$ cat src/rtl/xnor_match_accumulator.sv
// rtl/xnor_match_accumulator.sv - per-frame XNOR match score and full-byte hit accumulator
// Optional feature macro: BYTE_MASK_EN (adds mask_in and a mask register loaded with the key)
module xnor_match_accumulator #(
  parameter int FRAME_LEN = 8,
  parameter int SCORE_W   = 7,
  parameter int HIT_W     = 4
) (
  input  logic               clk,
  input  logic               reset,
  input  logic               key_load,
  input  logic [7:0]         key_in,
`ifdef BYTE_MASK_EN
  input  logic [7:0]         mask_in,
`endif
  input  logic               in_valid,
  input  logic [7:0]         in_data,
  output logic               in_ready,
  output logic               out_valid,
  input  logic               out_ready,
  output logic [SCORE_W-1:0] out_score,
  output logic [HIT_W-1:0]   out_hits,
  output logic               busy
);

  localparam int CNT_W = (FRAME_LEN > 1) ? $clog2(FRAME_LEN) : 1;

  typedef enum logic [0:0] {ACCUM, DONE} state_t;

  state_t             state_q;
  logic [7:0]         key_q;
  logic [CNT_W-1:0]   byte_cnt_q;
  logic [SCORE_W-1:0] score_acc_q, score_acc_d;
  logic [HIT_W-1:0]   hit_acc_q, hit_acc_d;
  logic [SCORE_W-1:0] out_score_q;
  logic [HIT_W-1:0]   out_hits_q;
  logic               out_valid_q;

  logic [7:0]         eq;
  logic [3:0]         eq_pop;
  logic               eq_hit;
  logic               accept;
  logic               last_byte;

`ifdef BYTE_MASK_EN
  logic [7:0]         mask_q;

  // Mask register shares the key's load strobe; masked bits always read as matching
  always_ff @(posedge clk or posedge reset) begin
    if (reset) mask_q <= 8'h00;
    else if (key_load) mask_q <= mask_in;
  end
`endif

  // Key register; a byte accepted alongside key_load still sees the old key
  always_ff @(posedge clk or posedge reset) begin
    if (reset) key_q <= 8'h00;
    else if (key_load) key_q <= key_in;
  end

  // Per-byte equality vector, its popcount and the next accumulator values
  always_comb begin
`ifdef BYTE_MASK_EN
    eq = ~(in_data ^ key_q) | mask_q;
`else
    eq = ~(in_data ^ key_q);
`endif
    eq_pop = 4'd0;
    for (int i = 0; i < 8; i++) begin
      eq_pop = eq_pop + {3'd0, eq[i]};
    end
    eq_hit      = (eq == 8'hFF);
    accept      = in_valid && (state_q == ACCUM);
    last_byte   = (byte_cnt_q == CNT_W'(FRAME_LEN - 1));
    score_acc_d = score_acc_q + SCORE_W'(eq_pop);
    hit_acc_d   = hit_acc_q + HIT_W'(eq_hit);
  end

  // Frame FSM: accumulate bytes in ACCUM, present the registered result in DONE
  always_ff @(posedge clk or posedge reset) begin
    if (reset) begin
      state_q     <= ACCUM;
      byte_cnt_q  <= '0;
      score_acc_q <= '0;
      hit_acc_q   <= '0;
      out_score_q <= '0;
      out_hits_q  <= '0;
      out_valid_q <= 1'b0;
    end else begin
      case (state_q)
        ACCUM: begin
          if (accept) begin
            if (last_byte) begin
              out_score_q <= score_acc_d;
              out_hits_q  <= hit_acc_d;
              out_valid_q <= 1'b1;
              byte_cnt_q  <= '0;
              score_acc_q <= '0;
              hit_acc_q   <= '0;
              state_q     <= DONE;
            end else begin
              byte_cnt_q  <= byte_cnt_q + CNT_W'(1);
              score_acc_q <= score_acc_d;
              hit_acc_q   <= hit_acc_d;
            end
          end
        end
        DONE: begin
          if (out_ready) begin
            out_valid_q <= 1'b0;
            state_q     <= ACCUM;
          end
        end
        default: state_q <= ACCUM;
      endcase
    end
  end

  assign in_ready  = (state_q == ACCUM);
  assign out_valid = out_valid_q;
  assign out_score = out_score_q;
  assign out_hits  = out_hits_q;
  assign busy      = (byte_cnt_q != '0);

endmodule

$ cat config.mk
export PLATFORM = sky130hd
export DESIGN_NAME = xnor_match_accumulator
export DESIGN_NICKNAME = d
export VERILOG_FILES = /design/src/rtl/xnor_match_accumulator.sv
export SDC_FILE = /design/constraint.sdc
export NUM_CORES = 1
export LEC_CHECK = 0
export CORE_ASPECT_RATIO = 1.5
export CORE_MARGIN = 2
export CORE_UTILIZATION = 55
export CTS_BUF_LIST = sky130_fd_sc_hd__clkbuf_8
export DETAILED_ROUTE_END_ITERATION = 8
export DONT_BUFFER_PORTS = 1
export GPL_TIMING_DRIVEN = 0
export PLACE_DENSITY = 0.7
export RECOVER_POWER = 50
export SYNTH_ARGS = -nofsm -noshare
export SYNTH_HDL_FRONTEND = slang
export SYNTH_SLANG_ARGS = --single-unit
$ cat constraint.sdc
create_clock -name clk -period 7.6 [get_ports clk]
set_clock_uncertainty 0.2 [all_clocks]
set_input_delay 1.52 -clock clk [delete_from_list [all_inputs] [get_ports clk]]
set_output_delay 1.52 -clock clk [all_outputs]
set_load 0.005 [all_outputs]
==> metrics <==
status=completed; crit path cell chain=xor2_1 > fa_1 > fa_1 > inv_1 > fa_1 > fa_1 > inv_1 > fa_1 > nand2b_1 > a211oi_2 > o21bai_1 > a22o_1; most frequent cells in the layout=dfrtp_1 (35), nand2_1 (19), o21ai_0 (17); number of max-cap violations=0; vias post-DR=1266; final slew viol count=0; Ys Warns=0; CP required=7.57 ns; Clock Path Buffers=2; Layout area overhead=7.332%; root buffer cell=clkbuf_8; area occupied by multi-input gates=945.9 um^2; DIE AREA=3939 um^2; Die Span X=51.92 um; max_slew headroom=13.87%; fin crit period=4.954 ns; drc violations=0; slowest stage delay, CP=0.57 ns; Filler Cell Count=276; initial core utilization=56.53%; Top delay family on crit path=adder cells; number of port buffers=0; clock sinks=35; crit path kind=primary input to flip-flop; initial antenna violation count=0; Vias/cell=5.627; slowest CP cell=fa_1; GPL Wtd Cong=0.8286; peak supply drop=0.3250 mV; vias in the first global route=1323; worst hold start=score_acc_q[0]; hold buffers post-CTS=0; synth unique cells=29; pwr dens=404.6 nW/um^2; sum of negative setup slack=0 ns; Netlist Area Pre-Place=1894 um^2; crit path capture=score_acc_q[6]; HP Class=flip-flop to flip-flop; global-route wire length before repair=5.644 mm; register area share after synthesis=46.24%; commonest non-fill, non-tap cell in the layout=dfrtp_1; crit path from=in_data[0]; clock slew at reported path FFs=0.07 ns; Tot Pwr=0.0008227 W; iteration-0 DRC count of the detailed router=20; DRT antenna net count=0; count of final setup violators=0; Post-Syn Instances=176; Syn Area/Cell=10.76 um^2; Clk Latency, worst-skew pair=0.29 ns; CP Buf/Inv Count=2; GRT Residual Overflow=0; dpl hpwl=2.588 mm; GR Util All Layers=19.80%; Worst Path Max Fanout=3; CTS tree=yes; router iterations before antenna repair=4; Synth Register Bits=35; Site Rows=26; Max Fclk=201.9 MHz; post-synthesis net count=213; total CTS buffers=5; FF/Latch Area=875.8 um^2; worst reg2reg path startpoint=key_q[0]; io pins=35; Post-CTS Resized=0; n_diodes=0; Die Y=75.88 um; nets@finish=220; ratio of cells with drive above 1 in the final layout=14.21%; Stages on worst setup path=12; CP Data Arrival Time=4.93 ns; R2R cell count=12; RSZ-0062 raised after global routing=no; reg2reg setup slack=3.46 ns; Worst R2R End=score_acc_q[6]; CP endpoint kind=flip-flop; CORE AREA=3351 um^2; Avg WL per Cell=14.90 um; pin count of the biggest net entering global routing=36; WL final=3.352 mm; Worst Max-Slew Pin Slew=1.290 ns; LEAKAGE=0.9513 nW; Post-CTS Setup Bufs=0; H-tree depth reported by CTS=2; Final period util=65.18%; Top cell by count, worst path=fa_1; startpoint types=primary input; Final Hold Fails=0
worst min path at each step:
stage,slack (ns),depth (start not counted),end
global route,0.34,1,hit_acc_q[3]
global placement,0.27,2,score_acc_q[0]
finish,0.29,2,score_acc_q[0]
floorplan,0.25,2,score_acc_q[0]
detailed placement,0.28,2,score_acc_q[0]
CTS,0.29,2,score_acc_q[0]
per-stage QoR:
| stage | hold slack (ns) | cell area [um^2] | util, % | setup slack, ns | std cells |
|---|---|---|---|---|---|
| floorplan | 0.2498 | 1894 | - | 2.619 | 176 |
| global placement | 0.2704 | 1947 | 58.10 | 2.426 | 218 |
| detailed placement | 0.2759 | 1947 | 58.10 | 2.359 | 218 |
| CTS | 0.2927 | 2034 | 60.72 | 2.660 | 225 |
| global route | 0.3380 | 2033 | 60.68 | 2.499 | 225 |
| finish | 0.2898 | 2033 | 60.68 | 2.646 | 225 |
worst register-to-register path: stages, from the launching register on:
cell	delay (ns)
dfrtp_1	0.39
xor2_1	0.24
fa_1	0.49
fa_1	0.56
inv_1	0.06
fa_1	0.57
fa_1	0.24
inv_1	0.07
fa_1	0.40
nand2b_1	0.19
a211oi_2	0.33
o21bai_1	0.10
a22o_1	0.19
cell type report:
cell class / instances / area share (%)
Buffer: 7 / 1.477
Clock buffer: 6 / 4.062
Clock inverter: 1 / 0.2462
Inverter: 11 / 2.031
Multi-Input combinational cell: 123 / 46.52
Sequential cell: 35 / 43.08
Tap cell: 42 / 2.585
cells in the mapped netlist:
cell	instances	area, um^2
o31a_1	1	8.760
o21ai_1	1	5.000
ha_1	11	137.6
and4b_1	1	10.01
a31oi_1	1	6.260
o211ai_1	2	15.01
nand2_1	19	71.32
clkbuf_1	3	11.26
xor2_1	6	52.55
a22o_1	2	17.52
fa_1	5	100.1
a21oi_1	1	5.000
nand3_1	2	10.01
buf_2	4	20.02
nor2_1	11	41.29
a211oi_2	2	25.02
nand2b_1	8	50.05
mux2_2	13	146.4
or2_2	1	6.260
o21ai_0	17	85.08
or3_1	1	6.260
o31ai_1	3	22.52
and3b_1	2	17.52
o21bai_1	3	22.52
xnor2_1	8	70.07
and2_1	1	6.260
a21boi_0	1	7.510
dfrtp_1	35	875.8
inv_1	11	41.29
power by group:
group          switching (W)  internal (W)
logic               0.000230      0.000182
registers          0.0000364      0.000241
clock network      0.0000632     0.0000710
state kept, by name, summed over array words and instances, names as in the netlist:
register,cells
out_hits,4
state_q,1
hit_acc_q,4
byte_cnt_q,3
score_acc_q,7
key_q,8
out_valid,1
out_score,7
kinds of logic (layout without fill, tap and decap cells):
group / Yosys count / count (layout) / share of synthesized area [%]
fa+ha+maj: 16 / 16 / 12.55
flops: 35 / 35 / 46.24
simple gates: 46 / 46 / 11.56
xor+xnor: 14 / 14 / 6.473
compound gates: 34 / 34 / 11.62
mux: 13 / 13 / 7.728
buf+inv: 18 / 25 / 3.831
layer usage:
metal | global-route usage [%] | share of wire, % | wire [um]
met1 | 22.87 | 40 | 1334
met2 | 33.61 | 52 | 1748
met3 | 6.078 | 6.6 | 222
met4 | 8.772 | 1.4 | 46
met5 | 0 | 0 | 0
No activity file was read; power rests on OpenSTA's default activity.
